<file path="src/rtl/fwd_hazard_ctrl_pkg.sv">
// Shared constants, tag-stage types and forwarding-select decode for the
// EX-stage forwarding / load-use hazard controller.
package fwd_hazard_ctrl_pkg;

  localparam int unsigned REG_W = 5;

  localparam logic [1:0]       FW_IDEX  = 2'b00;
  localparam logic [1:0]       FW_MEMWB = 2'b01;
  localparam logic [1:0]       FW_EXMEM = 2'b10;
  localparam logic [REG_W-1:0] REG_ZERO = 5'd0;

  typedef struct packed {
    logic [REG_W-1:0] rs;
    logic [REG_W-1:0] rt;
    logic [REG_W-1:0] wr;
    logic             regwrite;
    logic             memread;
  } ex_tag_t;

  typedef struct packed {
    logic [REG_W-1:0] wr;
    logic             regwrite;
  } wb_tag_t;

  // Nearest producer wins: an EX/MEM hit shadows a MEM/WB hit.
  function automatic logic [1:0] fw_sel_decode(input logic mem_hit, input logic wb_hit);
    if (mem_hit)     return FW_EXMEM;
    else if (wb_hit) return FW_MEMWB;
    else             return FW_IDEX;
  endfunction

endpackage

</file>
<file path="src/rtl/fwd_hazard_ctrl_src_sel.sv">
// Forwarding-source select for one EX operand; purely combinational.
module fwd_src_sel
  import fwd_hazard_ctrl_pkg::*;
(
  input  logic [REG_W-1:0] ex_idx_i,
  input  logic [REG_W-1:0] mem_wr_i,
  input  logic             mem_regwrite_i,
  input  logic [REG_W-1:0] wb_wr_i,
  input  logic             wb_regwrite_i,
  output logic [1:0]       sel_o
);

  logic mem_hit;
  logic wb_hit;

  always_comb begin
    mem_hit = mem_regwrite_i && (mem_wr_i != REG_ZERO) && (mem_wr_i == ex_idx_i);
    wb_hit  = wb_regwrite_i  && (wb_wr_i  != REG_ZERO) && (wb_wr_i  == ex_idx_i);
    sel_o   = fw_sel_decode(mem_hit, wb_hit);
  end

endmodule

</file>
<file path="src/rtl/fwd_hazard_ctrl.sv">
// Tracks register tags through EX/MEM/WB, drives EX forwarding selects and
// detects load-use hazards against the instruction currently in ID.
module fwd_hazard_ctrl
  import fwd_hazard_ctrl_pkg::*;
(
  input  logic             clk_i,
  input  logic             rst_i,
  input  logic [REG_W-1:0] id_rs_i,
  input  logic [REG_W-1:0] id_rt_i,
  input  logic [REG_W-1:0] id_wr_i,
  input  logic             id_regwrite_i,
  input  logic             id_memread_i,
  input  logic             flush_i,
  output logic [1:0]       fwA_o,
  output logic [1:0]       fwB_o,
  output logic             stall_o
);

  ex_tag_t ex_q,  ex_d;
  wb_tag_t mem_q, mem_d;
  wb_tag_t wb_q,  wb_d;

  always_comb begin
    stall_o = ex_q.memread && (ex_q.wr != REG_ZERO) &&
              ((ex_q.wr == id_rs_i) || (ex_q.wr == id_rt_i));
  end

  always_comb begin
    ex_d  = '0;
    if (!(stall_o || flush_i)) begin
      ex_d.rs       = id_rs_i;
      ex_d.rt       = id_rt_i;
      ex_d.wr       = id_wr_i;
      ex_d.regwrite = id_regwrite_i;
      ex_d.memread  = id_memread_i;
    end
    mem_d.wr       = ex_q.wr;
    mem_d.regwrite = ex_q.regwrite;
    wb_d           = mem_q;
  end

  always_ff @(posedge clk_i or posedge rst_i) begin
    if (rst_i) begin
      ex_q  <= '0;
      mem_q <= '0;
      wb_q  <= '0;
    end else begin
      ex_q  <= ex_d;
      mem_q <= mem_d;
      wb_q  <= wb_d;
    end
  end

  fwd_src_sel u_sel_a (
    .ex_idx_i       (ex_q.rs),
    .mem_wr_i       (mem_q.wr),
    .mem_regwrite_i (mem_q.regwrite),
    .wb_wr_i        (wb_q.wr),
    .wb_regwrite_i  (wb_q.regwrite),
    .sel_o          (fwA_o)
  );

  fwd_src_sel u_sel_b (
    .ex_idx_i       (ex_q.rt),
    .mem_wr_i       (mem_q.wr),
    .mem_regwrite_i (mem_q.regwrite),
    .wb_wr_i        (wb_q.wr),
    .wb_regwrite_i  (wb_q.regwrite),
    .sel_o          (fwB_o)
  );

endmodule

</file>
<file path="config.mk">
export PLATFORM = sky130hd
export DESIGN_NAME = fwd_hazard_ctrl
export DESIGN_NICKNAME = d
export VERILOG_FILES = /design/src/rtl/fwd_hazard_ctrl_pkg.sv /design/src/rtl/fwd_hazard_ctrl_src_sel.sv /design/src/rtl/fwd_hazard_ctrl.sv
export SDC_FILE = /design/constraint.sdc
export NUM_CORES = 1
export LEC_CHECK = 0
export CAP_MARGIN = 5
export CORE_MARGIN = 8
export CORE_UTILIZATION = 41
export CTS_CLUSTER_DIAMETER = 150
export DETAILED_ROUTE_END_ITERATION = 12
export DONT_BUFFER_PORTS = 1
export SYNTH_ARGS = -nofsm -noshare
export SYNTH_HDL_FRONTEND = slang
export SYNTH_HIERARCHICAL = 1
export SYNTH_SLANG_ARGS = --single-unit
export TNS_END_PERCENT = 30
</file>
<file path="constraint.sdc">
create_clock -name clk_i -period 5.6 [get_ports clk_i]
set_clock_uncertainty 0.15 [all_clocks]
set_input_delay 0.84 -clock clk_i [delete_from_list [all_inputs] [get_ports clk_i]]
set_output_delay 0.84 -clock clk_i [all_outputs]
set_load 0.05 [all_outputs]
</file>
==> run_results.csv, run 1 <==
group,metric,value,unit
global_route,grt_pass1_wl,4774,um
cells_and_area,final_layout_size_suffix_gt1_frac,0.2000,
worst_setup_path,startpoint_type,"flip-flop",
floorplan,rows,21,
power_and_ir_drop,peakVddDrop,0.1746,mV
cells_and_area,multiInputGateArea,671.9,um^2
timing,tns,0,ps
power_and_ir_drop,intPower,317.7,uW
logic_synthesis,synth-seq-area-share,0.4983,
timing,rsz0062_at_grt,"no",
power_and_ir_drop,switching_share,0.2673,
clocking,clock-sinks,29,
clocking,clk_path_buf_depth,2,
timing,hold_ws,207.8,ps
timing,period_needed,3283,ps
floorplan,die_area,0.005715,mm^2
cells_and_area,n_fill_cell,343,
route,drt_iter0_markers,63,
power_and_ir_drop,pwr-share-clk,0.333,
floorplan,die_y,75.60,um
clocking,cts_setup_buffers,0,
timing,period_share,0.5863,
route,dr_total_vias,884,
flow_run,drv_cap,0,
clocking,cts_buffers,5,
timing,slew_headroom,0.3015,
logic_synthesis,synth_edf_count,0,
placed_design,gp_congestion,0.8353,
route,drt_pre_antenna_iters,4,
clocking,hold_buffers,0,
logic_synthesis,netlist_area,0.001456,mm^2
timing,fmax,0.3046,GHz
floorplan,floorplan.io_pins,25,
global_route,grt_max_degree,30,
worst_setup_path,cp.required,4610,ps
clocking,clk_pin_slew,90,ps
timing,setup_viol,0,
placed_design,dp_hpwl,2202,um
logic_synthesis,synthArstFlopShare,1.000,
clocking,cts_tree,"done",
placed_design,portBuffers,0,
worst_setup_path,worstPathMaxFanout,5,
global_route,antenna_found_initial,0,
route,drc,0,
route,ant_nets,0,
route,viasPerCell,5.023,
power_and_ir_drop,pwr_density_cell,283.6,mW/mm^2
worst_setup_path,arrival,2290,ps
cells_and_area,insertedDiodeCount,0,
worst_setup_path,path_class,"reg2out",
route,wirelength,2895,um
cells_and_area,area.sequential,725.7,um^2
global_route,first_global_vias,979,
global_route,track_usage,0.1140,
status,status,"finished clean",
power_and_ir_drop,switchingPower,115.9,uW
timing,slew_violations,0,
timing,hold_viol_final,0,
floorplan,initial_core_util,0.4330,
cells_and_area,num-nets-final,149,
logic_synthesis,synth_warnings,6,
floorplan,core,0.003363,mm^2
worst_setup_path,crit_path_end_kind,"output pin",
clocking,htreeDepth,2,
clocking,cts-root-buf,"clkbuf_4",
logic_synthesis,synth.avg_cell_area,11.38,um^2
logic_synthesis,ys_ff_latch,29,
logic_synthesis,synth_top_flop_cell,"dfrtp_1",
logic_synthesis,syn_nets,148,
power_and_ir_drop,power_leakage,0.6235,nW
power_and_ir_drop,combPwrFrac,0.123,
worst_hold_path,min_path_type,"reg2reg",
power_and_ir_drop,seqPwrFrac,0.544,
logic_synthesis,netlist_instances,128,
cells_and_area,area_growth,4.983,%
timing,worst_slew_pin_slew,1046,ps
clocking,insertion_delay,320,ps
clocking,cts_resized,0,
global_route,grt_remaining_overflow,0,
route,drt-wirelength-per-cell,16.45,um
logic_synthesis,yosysUniqueCellTypes,24,
floorplan,dieWidth,75.60,um
[power groups by stage]
stage / clock network, mW / registers [mW] / logic [mW]
floorplan: 0 / 0.235 / 0.0511
global placement: 0 / 0.240 / 0.0524
detailed placement: 0 / 0.240 / 0.0533
CTS: 0.149 / 0.236 / 0.0537
global route: 0.157 / 0.237 / 0.0592
finish: 0.144 / 0.236 / 0.0532
[area by class of cell]
class	count	share of cell area
sequential	29	0.4746
multi-input combinational	92	0.4394
clock buffer	7	0.04255
tap	46	0.03764
inverter	1	0.002455
clock inverter	1	0.003273
[worst max-delay path: stages, from the launching register on]
cell and delay (ps):
dfrtp_1 470, o41ai_2 410, a211oi_2 310, nor3_2 780
[stage by stage]
stage,instances,cell area (um^2),worst slack [ps],util,total power [mW]
2_1_floorplan,128,1456,2902,-,0.2862
3_3_place_gp,168,1459,2334,0.4338,0.2919
3_5_place_dp,168,1459,2330,0.4338,0.2935
4_1_cts,176,1529,2297,0.4546,0.4388
5_1_grt,176,1529,2183,0.4546,0.4534
6_report,176,1529,2317,0.4546,0.4336
[cell usage in the layout (no fill, tap or decap), drive strengths merged, types with 2 or more instances in the layout]
| cell type | instances |
|---|---|
| o41ai | 2 |
| clkbuf | 7 |
| xor2 | 6 |
| a21oi | 19 |
| nand2 | 6 |
| nor3 | 6 |
| nand2b | 17 |
| a211oi | 2 |
| dfrtp | 29 |
| nand3 | 6 |
| xnor2 | 20 |
| nor2 | 2 |
| nor4 | 2 |
[cells by family (layout without fill, tap and decap cells)]
group                  after synthesis  after routing  synth area share
AO/OA/AOI/OAI                       25             25            0.1443
XOR/XNOR                            26             26            0.1564
buffers and inverters                7              9           0.04037
flip-flops                          29             29            0.4983
AND/OR/NAND/NOR                     41             41            0.1607
[flip-flops by register name (all words and copies together) (netlist names)]
| name | cells |
|---|---|
| mem_q | 6 |
| ex_q | 17 |
| wb_q | 6 |
[synth_stat cells (all sizes together) (2+ instances only)]
cell type,instances,area share
a21oi,19,0.091
xnor2,20,0.12
dfrtp,29,0.50
nor3,6,0.027
nand2b,17,0.073
o41ai,2,0.022
xor2,6,0.036
buf,5,0.035
a211oi,2,0.017
nor2,2,0.0052
nand2,6,0.015
nand3,6,0.021
nor4,2,0.0086
[final timing paths]
| kind | cells past startpoint | end | slack [ps] | startpoint |
|---|---|---|---|---|
| worst min-delay path | 0 | mem_q[0] | 210 | ex_q[1] |
| worst max register to register | 3 | ex_q[2] | 3650 | ex_q[3] |
| worst max-delay path | 3 | fwB_o[0] | 2320 | mem_q[1] |
| min in group asynchronous | 1 | wb_q[5] | 500 | rst_i |
| max in group asynchronous | 1 | wb_q[2] | 4180 | rst_i |
| worst min register to register | 0 | mem_q[0] | 210 | ex_q[1] |
[per-layer routing]
| metal | vias to the layer above | wire length (um) | share of wire | global-route usage |
|---|---|---|---|---|
| met2 | 25 | 1379 | 0.48 | 0.1745 |
| met1 | 424 | 1293 | 0.45 | 0.1429 |
| met4 | 0 | 21 | 0.0073 | 0.03838 |
| met5 | - | 0 | 0 | 0 |
| li1 | 433 | - | - | - |
| met3 | 2 | 201 | 0.069 | 0.04474 |
No activity file was read; power rests on OpenSTA's default activity.
==> run 2: changes to the inputs <==
- clock period: 5.6 -> 3.18 ns (I/O delays scaled with it)
==> run_results.csv, run 2 (synthesized netlist as in run 1, its figures left out) <==
group,metric,value,unit
worst_setup_path,path_delay_family,"compound AO/OA/AOI/OAI gates",
route,ant_nets,0,
timing,tns,0,ps
worst_setup_path,regToRegSetupSlack,1390,ps
placed_design,dp_hpwl,2175,um
cells_and_area,n_fill_cell,346,
cells_and_area,regMostFlops,"ex_q",
global_route,antenna_found_initial,0,
worst_setup_path,r2r_start,"ex_q[3]",
power_and_ir_drop,peakVddDrop,0.2786,mV
cells_and_area,multiInputGateArea,671.9,um^2
power_and_ir_drop,pwr_density_cell,467.7,mW/mm^2
route,drc,0,
worst_setup_path,worstPathMaxFanout,5,
route,viasPerCell,4.956,
power_and_ir_drop,power,720.4,uW
worst_setup_path,r2r-end,"ex_q[13]",
clocking,cts_setup_buffers,0,
power_and_ir_drop,power_leakage,0.6357,nW
clocking,insertion_delay,330,ps
timing,slew_headroom,0.2980,
timing,rsz0062_at_grt,"no",
floorplan,initial_core_util,0.4330,
floorplan,floorplan.io_pins,25,
floorplan,rows,21,
floorplan,dieWidth,75.60,um
cells_and_area,num-nets-final,153,
route,wirelength,2881,um
clocking,cts_tree,"done",
worst_setup_path,slowest_delay,780,ps
clocking,clk_path_buf_depth,2,
cells_and_area,final_layout_size_suffix_gt1_frac,0.2164,
worst_hold_path,min_path_type,"in2reg",
placed_design,dpl-instance-area,0.001489,mm^2
flow_run,drv_cap,0,
clocking,cts_buffers,5,
timing,slew_violations,0,
worst_setup_path,crit_path_end_kind,"output pin",
clocking,hold_buffers,0,
timing,period_share,0.9148,
floorplan,core,0.003363,mm^2
worst_hold_path,holdPathEnd,"ex_q[5]",
cells_and_area,area.sequential,725.7,um^2
worst_setup_path,cp_num_buf_inv,1,
placed_design,portBuffers,0,
worst_setup_path,path_class,"reg2out",
worst_setup_path,cp_slowest_cell,"a211oi_2",
cells_and_area,largest_register_ffs,17,
route,drt_pre_antenna_iters,4,
timing,fmax,0.3437,GHz
timing,hold_viol_final,0,
worst_setup_path,worstPathCellList,"xnor2_1 > nand3_1 > a211oi_2 > nor3_2 > buf_4",
worst_setup_path,path_depth,5,
clocking,clock-sinks,29,
global_route,grt_pass1_wl,4616,um
global_route,grt_remaining_overflow,0,
worst_setup_path,startpoint,"mem_q[2]",
worst_setup_path,arrival,2280,ps
cells_and_area,fin_area,0.001540,mm^2
route,drt_iter0_markers,49,
clocking,cts_resized,0,
timing,setup_viol,0,
worst_setup_path,startpoint_type,"flip-flop",
cells_and_area,reg.largest.list,"ex_q x17, mem_q x6, wb_q x6",
timing,period_needed,2909,ps
worst_hold_path,min_path_cells,2,
worst_setup_path,cp.required,2550,ps
route,dr_total_vias,892,
clocking,htreeDepth,2,
cells_and_area,insertedDiodeCount,0,
cells_and_area,mostFrequentLayoutCell,"dfrtp_1",
worst_hold_path,hold_start,"id_wr_i[3]",
global_route,track_usage,0.1137,
floorplan,die_y,75.60,um
clocking,cts-root-buf,"clkbuf_4",
global_route,first_global_vias,944,
worst_setup_path,reg2reg_depth,4,
route,drt-wirelength-per-cell,16.01,um
placed_design,gp_congestion,0.9395,
floorplan,die_area,0.005715,mm^2
status,status,"finished clean",
cells_and_area,layout_common_cells,"29 x dfrtp_1, 20 x xnor2_1, 17 x nand2b_1",
cells_and_area,area_growth,5.756,%
timing,worst_slew_pin_slew,1052,ps
global_route,grt_max_degree,30,
clocking,clk_pin_slew,90,ps
## run 2: changes by cell type in the layout (fill, tap and decap cells not counted)
| cell | previous run | this run |
|---|---|---|
| clkinv_2 | 1 | 2 |
| clkbuf_8 | 2 | 0 |
| buf_4 | 0 | 4 |
| clkbuf_1 | 0 | 1 |
## run 2: worst max-delay path by stage
stage               end
5_1_grt        fwA_o[0]
6_report       fwB_o[0]
2_1_floorplan  fwA_o[0]
3_3_place_gp   fwB_o[0]
3_5_place_dp   fwA_o[0]
4_1_cts        fwA_o[0]
## run 2: routing by layer
layer,vias to the layer above,global-route usage,routed length [um]
met5,-,0,0
met4,0,0.05757,50
met3,6,0.06447,234
met2,24,0.1745,1413
met1,422,0.1229,1183
li1,440,-,-
## run 2: cell type report
cell class                      instances  share of cell area
Inverter                                1            0.002437
Sequential cell                        29              0.4712
Timing Repair Buffer                    4             0.01950
Multi-Input combinational cell         92              0.4362
Clock inverter                          2            0.006499
Tap cell                               46             0.03737
Clock buffer                            6             0.02681
## run 2: stage by stage
| stage | utilization | hold WS, ps | setup slack (ps) | cells |
|---|---|---|---|---|
| floorplan | - | 181.2 | 953.1 | 128 |
| global placement | 0.4427 | 184.8 | 685.8 | 172 |
| detailed placement | 0.4427 | 196.5 | 641.8 | 172 |
| CTS | 0.4580 | 94.08 | 264.6 | 180 |
| global route | 0.4580 | 81.15 | 167.2 | 180 |
| finish | 0.4580 | 104.0 | 270.8 | 180 |
## run 2: report_power, final
| group | leakage [nW] | total (mW) | internal [mW] | switching (mW) |
|---|---|---|---|---|
| clock network | 0.0320 | 0.208 | 0.0839 | 0.124 |
| logic | 0.230 | 0.0983 | 0.0456 | 0.0527 |
| registers | 0.374 | 0.414 | 0.388 | 0.0258 |
